<file path="config.mk">
export PLATFORM = sky130hd
export DESIGN_NAME = sb_multi
export DESIGN_NICKNAME = d
export VERILOG_FILES = /design/src/rtl/sb_pkg.sv /design/src/rtl/sb_fwd_mux.sv /design/src/rtl/sb_multi.sv
export SDC_FILE = /design/constraint.sdc
export NUM_CORES = 1
export LEC_CHECK = 0
export ABC_AREA = 1
export ABC_CLOCK_PERIOD_IN_PS = 12200
export CAP_MARGIN = 20
export CORE_MARGIN = 1
export CORE_UTILIZATION = 34
export CTS_CLUSTER_SIZE = 14
export DETAILED_ROUTE_END_ITERATION = 16
export DONT_BUFFER_PORTS = 1
export PLACE_DENSITY = 0.58
export REMOVE_ABC_BUFFERS = 1
export SYNTH_ARGS = -nofsm -noshare
export SYNTH_HDL_FRONTEND = slang
export SYNTH_SLANG_ARGS = --single-unit
export TNS_END_PERCENT = 5
</file>
<file path="constraint.sdc">
create_clock -name clk -period 12.2 [get_ports clk]
set_clock_uncertainty 0.2 [all_clocks]
set_input_delay 3.05 -clock clk [delete_from_list [all_inputs] [get_ports clk]]
set_output_delay 3.05 -clock clk [all_outputs]
set_load 0.05 [all_outputs]
</file>
<file path="src/rtl/sb_pkg.sv">
// Shared constants and helpers for the multi-FU scoreboard.
// FU indices, HI/LO/HILO register aliases and the byte-merge helper.
package sb_pkg;

  localparam int FU_ALU = 0;
  localparam int FU_BRU = 1;
  localparam int FU_LSU = 2;
  localparam int FU_MDU = 3;

  localparam int HI_IDX        = 32;
  localparam int LO_IDX        = 33;
  localparam int HILO_IDX_DFLT = 34;

  // Helper works on the widest supported operand; callers cast in and out.
  localparam int MAX_DW = 256;
  localparam int MAX_BW = MAX_DW / 8;

  function automatic logic [MAX_DW-1:0] merge_bytes(
    input logic [MAX_DW-1:0] new_v,
    input logic [MAX_DW-1:0] old_v,
    input logic [MAX_BW-1:0] wen
  );
    logic [MAX_DW-1:0] res;
    for (int b = 0; b < MAX_BW; b++) begin
      res[8*b +: 8] = wen[b] ? new_v[8*b +: 8] : old_v[8*b +: 8];
    end
    return res;
  endfunction

endpackage

</file>
<file path="src/rtl/sb_fwd_mux.sv">
// Per-source bypass-hit detect and byte-merged operand forwarding.
// Forwarding is only built when SB_BYPASS_EN is defined.
module sb_fwd_mux
  import sb_pkg::*;
#(
  parameter int DATA_WIDTH = 32,
  parameter int REGBIT     = 6,
  parameter int NUM_FU     = 4,
  parameter int FUW        = 2
) (
  input  logic [REGBIT-1:0]              src_i,
  input  logic [DATA_WIDTH-1:0]          src_value_i,
  input  logic                           pend_i,
  input  logic [FUW-1:0]                 prod_i,
  input  logic [NUM_FU-1:0]              wb_valid_i,
  input  logic [NUM_FU*REGBIT-1:0]       wb_dst_i,
  input  logic [NUM_FU*DATA_WIDTH-1:0]   wb_data_i,
  input  logic [NUM_FU*DATA_WIDTH/8-1:0] wb_byte_wen_i,
  output logic                           hit_o,
  output logic [DATA_WIDTH-1:0]          value_o
);

  localparam int BW = DATA_WIDTH / 8;

  logic [REGBIT-1:0] dst_a [NUM_FU];

  always_comb begin
    for (int f = 0; f < NUM_FU; f++) begin
      dst_a[f] = wb_dst_i[f*REGBIT +: REGBIT];
    end
  end

  // Only the producing FU may satisfy a pending source.
  assign hit_o = pend_i && (src_i != '0) &&
                 wb_valid_i[prod_i] &&
                 (dst_a[prod_i] == src_i);

`ifdef SB_BYPASS_EN
  logic [DATA_WIDTH-1:0] data_a [NUM_FU];
  logic [BW-1:0]         wen_a  [NUM_FU];

  always_comb begin
    for (int f = 0; f < NUM_FU; f++) begin
      data_a[f] = wb_data_i[f*DATA_WIDTH +: DATA_WIDTH];
      wen_a[f]  = wb_byte_wen_i[f*BW +: BW];
    end
  end

  assign value_o = hit_o
    ? DATA_WIDTH'(merge_bytes(MAX_DW'(data_a[prod_i]),
                              MAX_DW'(src_value_i),
                              MAX_BW'(wen_a[prod_i])))
    : src_value_i;
`else
  logic unused_wb;
  assign unused_wb = ^{wb_data_i, wb_byte_wen_i};
  assign value_o   = src_value_i;
`endif

endmodule

</file>
<file path="src/rtl/sb_multi.sv">
// Multi-FU scoreboard: pending-dst tracking, issue gating, operand forward.
// Optional SB_BYPASS_EN lets same-cycle writebacks satisfy sources.
module sb_multi
  import sb_pkg::*;
#(
  parameter int DATA_WIDTH = 32,
  parameter int NUM_REGS   = 40,
  parameter int REGBIT     = 6,
  parameter int NUM_FU     = 4,
  parameter int HILO_IDX   = HILO_IDX_DFLT
) (
  input  logic                             clk,
  input  logic                             rst,
  input  logic                             flush,
  input  logic                             valid,
  input  logic [REGBIT-1:0]                dst,
  input  logic [REGBIT-1:0]                src1,
  input  logic [REGBIT-1:0]                src2,
  input  logic [DATA_WIDTH-1:0]            src1_value,
  input  logic [DATA_WIDTH-1:0]            src2_value,
  input  logic [NUM_FU-1:0]                issue_fu,
  input  logic [NUM_FU-1:0]                fu_ready,
  input  logic [NUM_FU-1:0]                wb_valid,
  input  logic [NUM_FU*REGBIT-1:0]         wb_dst,
  input  logic [NUM_FU*DATA_WIDTH-1:0]     wb_data,
  input  logic [NUM_FU*DATA_WIDTH/8-1:0]   wb_byte_wen,
  output logic                             inst_run,
  output logic [DATA_WIDTH-1:0]            real_src1_value,
  output logic [DATA_WIDTH-1:0]            real_src2_value,
  output logic [$clog2(NUM_REGS+1)-1:0]    pending_cnt
);

  localparam int FUW = (NUM_FU > 1) ? $clog2(NUM_FU) : 1;
  localparam int NR  = 1 << REGBIT;
  localparam int CW  = $clog2(NUM_REGS + 1);

  localparam logic [REGBIT-1:0] HI_R   = REGBIT'(HI_IDX);
  localparam logic [REGBIT-1:0] LO_R   = REGBIT'(LO_IDX);
  localparam logic [REGBIT-1:0] HILO_R = REGBIT'(HILO_IDX);

  logic [NR-1:0]     pend_q, pend_d;
  logic [FUW-1:0]    prod_q [NR];
  logic [FUW-1:0]    prod_d [NR];
  logic [CW-1:0]     cnt_q, cnt_d;
  logic [REGBIT-1:0] wb_dst_a [NUM_FU];
  logic [FUW-1:0]    fu_idx;
  logic              fu_ok;
  logic              hit1, hit2;
  logic              ok1, ok2;
  logic              hilo_free;
  logic              free1, free2;

  always_comb begin
    for (int f = 0; f < NUM_FU; f++) begin
      wb_dst_a[f] = wb_dst[f*REGBIT +: REGBIT];
    end
  end

  always_comb begin
    fu_idx = '0;
    for (int f = 0; f < NUM_FU; f++) begin
      if (issue_fu[f]) fu_idx = FUW'(f);
    end
  end

  assign fu_ok = (issue_fu == '0) || ((issue_fu & fu_ready) != '0);

  sb_fwd_mux #(
    .DATA_WIDTH (DATA_WIDTH),
    .REGBIT     (REGBIT),
    .NUM_FU     (NUM_FU),
    .FUW        (FUW)
  ) u_fwd1 (
    .src_i         (src1),
    .src_value_i   (src1_value),
    .pend_i        (pend_q[src1]),
    .prod_i        (prod_q[src1]),
    .wb_valid_i    (wb_valid),
    .wb_dst_i      (wb_dst),
    .wb_data_i     (wb_data),
    .wb_byte_wen_i (wb_byte_wen),
    .hit_o         (hit1),
    .value_o       (real_src1_value)
  );

  sb_fwd_mux #(
    .DATA_WIDTH (DATA_WIDTH),
    .REGBIT     (REGBIT),
    .NUM_FU     (NUM_FU),
    .FUW        (FUW)
  ) u_fwd2 (
    .src_i         (src2),
    .src_value_i   (src2_value),
    .pend_i        (pend_q[src2]),
    .prod_i        (prod_q[src2]),
    .wb_valid_i    (wb_valid),
    .wb_dst_i      (wb_dst),
    .wb_data_i     (wb_data),
    .wb_byte_wen_i (wb_byte_wen),
    .hit_o         (hit2),
    .value_o       (real_src2_value)
  );

`ifdef SB_BYPASS_EN
  logic hilo_hit;

  assign hilo_hit  = pend_q[HILO_R] &&
                     wb_valid[prod_q[HILO_R]] &&
                     (wb_dst_a[prod_q[HILO_R]] == HILO_R);
  assign hilo_free = !pend_q[HILO_R] || hilo_hit;
  assign ok1       = !pend_q[src1] || hit1;
  assign ok2       = !pend_q[src2] || hit2;
`else
  logic unused_hit;

  assign unused_hit = hit1 ^ hit2;
  assign hilo_free  = !pend_q[HILO_R];
  assign ok1        = !pend_q[src1];
  assign ok2        = !pend_q[src2];
`endif

  // HI and LO reads also wait on the combined HILO destination.
  assign free1 = (src1 == '0) ||
                 (ok1 && (!((src1 == HI_R) || (src1 == LO_R)) || hilo_free));
  assign free2 = (src2 == '0) ||
                 (ok2 && (!((src2 == HI_R) || (src2 == LO_R)) || hilo_free));

  assign inst_run = valid && free1 && free2 && fu_ok && !flush;

  always_comb begin
    pend_d = pend_q;
    prod_d = prod_q;
    if (flush) begin
      pend_d = '0;
    end else begin
      // Stale writebacks (WAW-superseded producer) leave pend untouched.
      for (int f = 0; f < NUM_FU; f++) begin
        if (wb_valid[f] && (prod_q[wb_dst_a[f]] == FUW'(f))) begin
          pend_d[wb_dst_a[f]] = 1'b0;
        end
      end
      if (inst_run && (dst != '0) && (int'(dst) < NUM_REGS)) begin
        pend_d[dst] = 1'b1;
        prod_d[dst] = fu_idx;
      end
    end
  end

  always_comb begin
    cnt_d = '0;
    for (int r = 1; r < NUM_REGS; r++) begin
      cnt_d = cnt_d + CW'(pend_d[r]);
    end
  end

  always_ff @(posedge clk) begin
    if (rst) begin
      pend_q <= '0;
      cnt_q  <= '0;
      for (int r = 0; r < NR; r++) begin
        prod_q[r] <= '0;
      end
    end else begin
      pend_q <= pend_d;
      prod_q <= prod_d;
      cnt_q  <= cnt_d;
    end
  end

  assign pending_cnt = cnt_q;

endmodule

</file>
==> flow_summary.toml <==
[floorplan]
die_area_um2 = 56890
start_util_pct = 34.46
core-area_um2 = 55200
die_h_um = 238.5
rows = 86
die_width_um = 238.5
io-pin-count = 337

[setup_path]
critical_path.max_stage_delay_ns = 0.66
cp_top_family = "adder cells"
ff2ff_path_depth = 35
cp_num_buf_inv = 6
slowest_stage = "inv_2"
cp.depth = 33
crit_required_ns = 12.44
critPathMaxFanout = 36
critPathCaptureType = "register"
critPathKind = "in -> reg"
cpMostUsedCell = "fa_1"
cp.arrival_ns = 10.99
start_kind = "input port"

[hold_path]
hold_class = "reg -> reg"
worst_hold_path.num_cells = 2

[routing]
highest_layer = "met5"
via_per_inst = 5.383
met2_length_um = 35060
antenna_left = 0
via_count = 21230
dr_wl_met3_um = 11520
routed_wl_um = 86810
avgRoutedWirePerCell_um = 22.01
wl_met1_um = 35500
firstDrtPassIters = 7
drt_iter0_drc = 2874
drc = 0

[cts]
tritoncts.num_buffers = 17
cts_tree = "yes"
htree_levels = 4
cts_root_buf = "clkbuf_16"
clk-insertion-delay-late_ns = 0.53
cts_buffer_depth = 2
clock-sinks = 198
postCtsHoldBufs = 0
cts_resized = 0
post_cts_buffers = 0
cts.reportedPaths.clkPinSlew_ns = 0.07

[sta]
grt_setup_unrepaired = "no"
hold_viol_final = 0
setup_viol = 0
period_share_pct = 88.10
slew_violations = 0
whs_ns = 0.2667
final.setup.worst_slack_ns = 1.451
worst_pin_slew_ns = 1.176
maxSlewHeadroom_pct = 21.48
fin_setup_tns_ns = 0
fin_crit_ns = 10.75
fmax_ghz = 0.09303

[synthesis]
ys_seq_area_share_pct = 20.84
ys_ff_latch = 198
synth_cell_types = 44
ys_warn_count = 0
syn-mean-instance-area_um2 = 5.630
synth_compound_area_share_pct = 9.552
synthXorXnorAreaFrac_pct = 0
synthAdderAreaFrac_pct = 3.881
synthMuxAreaShare_pct = 0
yosys.area_share.simple_pct = 50.79
synth_top_family_by_area = "simple AND/OR/NAND/NOR gates"
synthesis.area_um2 = 19020
syn_inst = 3378

[pwr]
p_leak_nw = 8.626
powerDensity_nw_per_um2 = 74.26
peakVddDrop_mv = 0.1065
power_w = 0.001432

[placed_design]
io_buffers = 0
dp_hpwl_um = 60300
dp_slack_ns = 1.183
globalplace.congestion = 1.006
placed_cell_area_um2 = 18690

[final_layout]
drive_above_1_share_pct = 5.039
fin_nets = 3489
layout.cells.most_common = "nand2_1"
layout_common_cells = "nand2_1 (1277), nor2_1 (443), inv_1 (341), nand3_1 (215), o21ai_0 (211)"
area_growth_pct = 1.381
fillers = 6198
finalInstanceArea_um2 = 19280

[global_route]
grt_pass1_vias = 18880
grt_max_degree = 119
grt.total_usage_pct = 30.27
antenna_found_initial = 3
grt-ovfl-total = 0
grt_first_pass_wirelength_um = 126800

[run]
maxCapViolCount = 0

[status]
status = "completed"
[stage by stage]
step	utilization (%)	instances
floorplan	-	3137
global placement	33.85	3911
detailed placement	33.85	3911
CTS	34.93	3943
global route	34.93	3944
finish	34.93	3944
[flip-flops by register name, summed over array words and instances, names as in the netlist]
name / flops
prod_q: 128
pend_q: 64
pending_cnt: 6
[power breakdown]
part / switching, W / internal, W / leakage, nW / total, W
Clock: 0.000301 / 0.000309 / 0.274 / 0.000610
Sequential: 0.000000752 / 0.000646 / 1.59 / 0.000647
Combinational: 0.000143 / 0.0000319 / 6.76 / 0.000175
Total: 0.000445 / 0.000987 / 8.63 / 0.00143
[cells in the mapped netlist, drive strengths merged]
master  number  area [um^2]
o211ai      16        120.1
a21oi       78        401.6
a21boi       3        22.52
nand3b       1        7.510
ha          11        137.6
o21ai      223         1116
nand3      219         1116
nor3        75        505.5
inv        361         1360
nand4      133         1227
nor4         1        6.260
clkinv       1        3.750
clkbuf      46        176.4
o21bai      11        82.58
nand2     1286         4866
buf        195         1300
a22o         1        8.760
dfxtp      198         3964
nor2       453         1769
a31oi        1        6.260
and2        26        162.7
fa          30        600.6
o311ai       1        8.760
o22ai        8        50.05
[tightest hold or removal path: stages (launching register included)]
cell	delay, ns
dfxtp_1	0.31
o21ai_0	0.07
nor3_1	0.05
[routing by layer]
metal,up-vias,GRT usage [%]
met2,1290,43.50
met3,216,11.12
li1,10160,-
met5,-,2.944
met1,9562,39.26
met4,8,15.03
[logic make-up (layout without fill, tap and decap cells)]
| group | count (synthesis) | in the layout |
|---|---|---|
| compound gates | 342 | 342 |
| buf+inv | 603 | 420 |
| fa+ha+maj | 41 | 41 |
| simple gates | 2194 | 2194 |
| other cells | 0 | 1 |
| flops | 198 | 198 |
[final cells by class]
type                            instances  area (um^2)  area share, %
Inverter                              362         1364          7.073
Multi-Input combinational cell       2577        12230          63.42
Sequential cell                       198         3964          20.56
Antenna cell                            1        2.502        0.01298
Timing Repair Buffer                   26        195.2          1.012
Clock buffer                           19        442.9          2.297
Clock inverter                         13        148.9         0.7722
Tap cell                              748        935.9          4.854
[final timing paths]
check / from / to / slack [ns]
max: wb_dst[13] / pending_cnt[4]$_SDFF_PP0_ / 1.45
min: pend_q[60]$_SDFF_PP0_ / pend_q[60]$_SDFF_PP0_ / 0.27
max reg2reg: prod_q[84]$_SDFFE_PP0P_ / pending_cnt[4]$_SDFF_PP0_ / 4.11
min reg2reg: pend_q[60]$_SDFF_PP0_ / pend_q[60]$_SDFF_PP0_ / 0.27
Power figures use the tool's default switching activity.
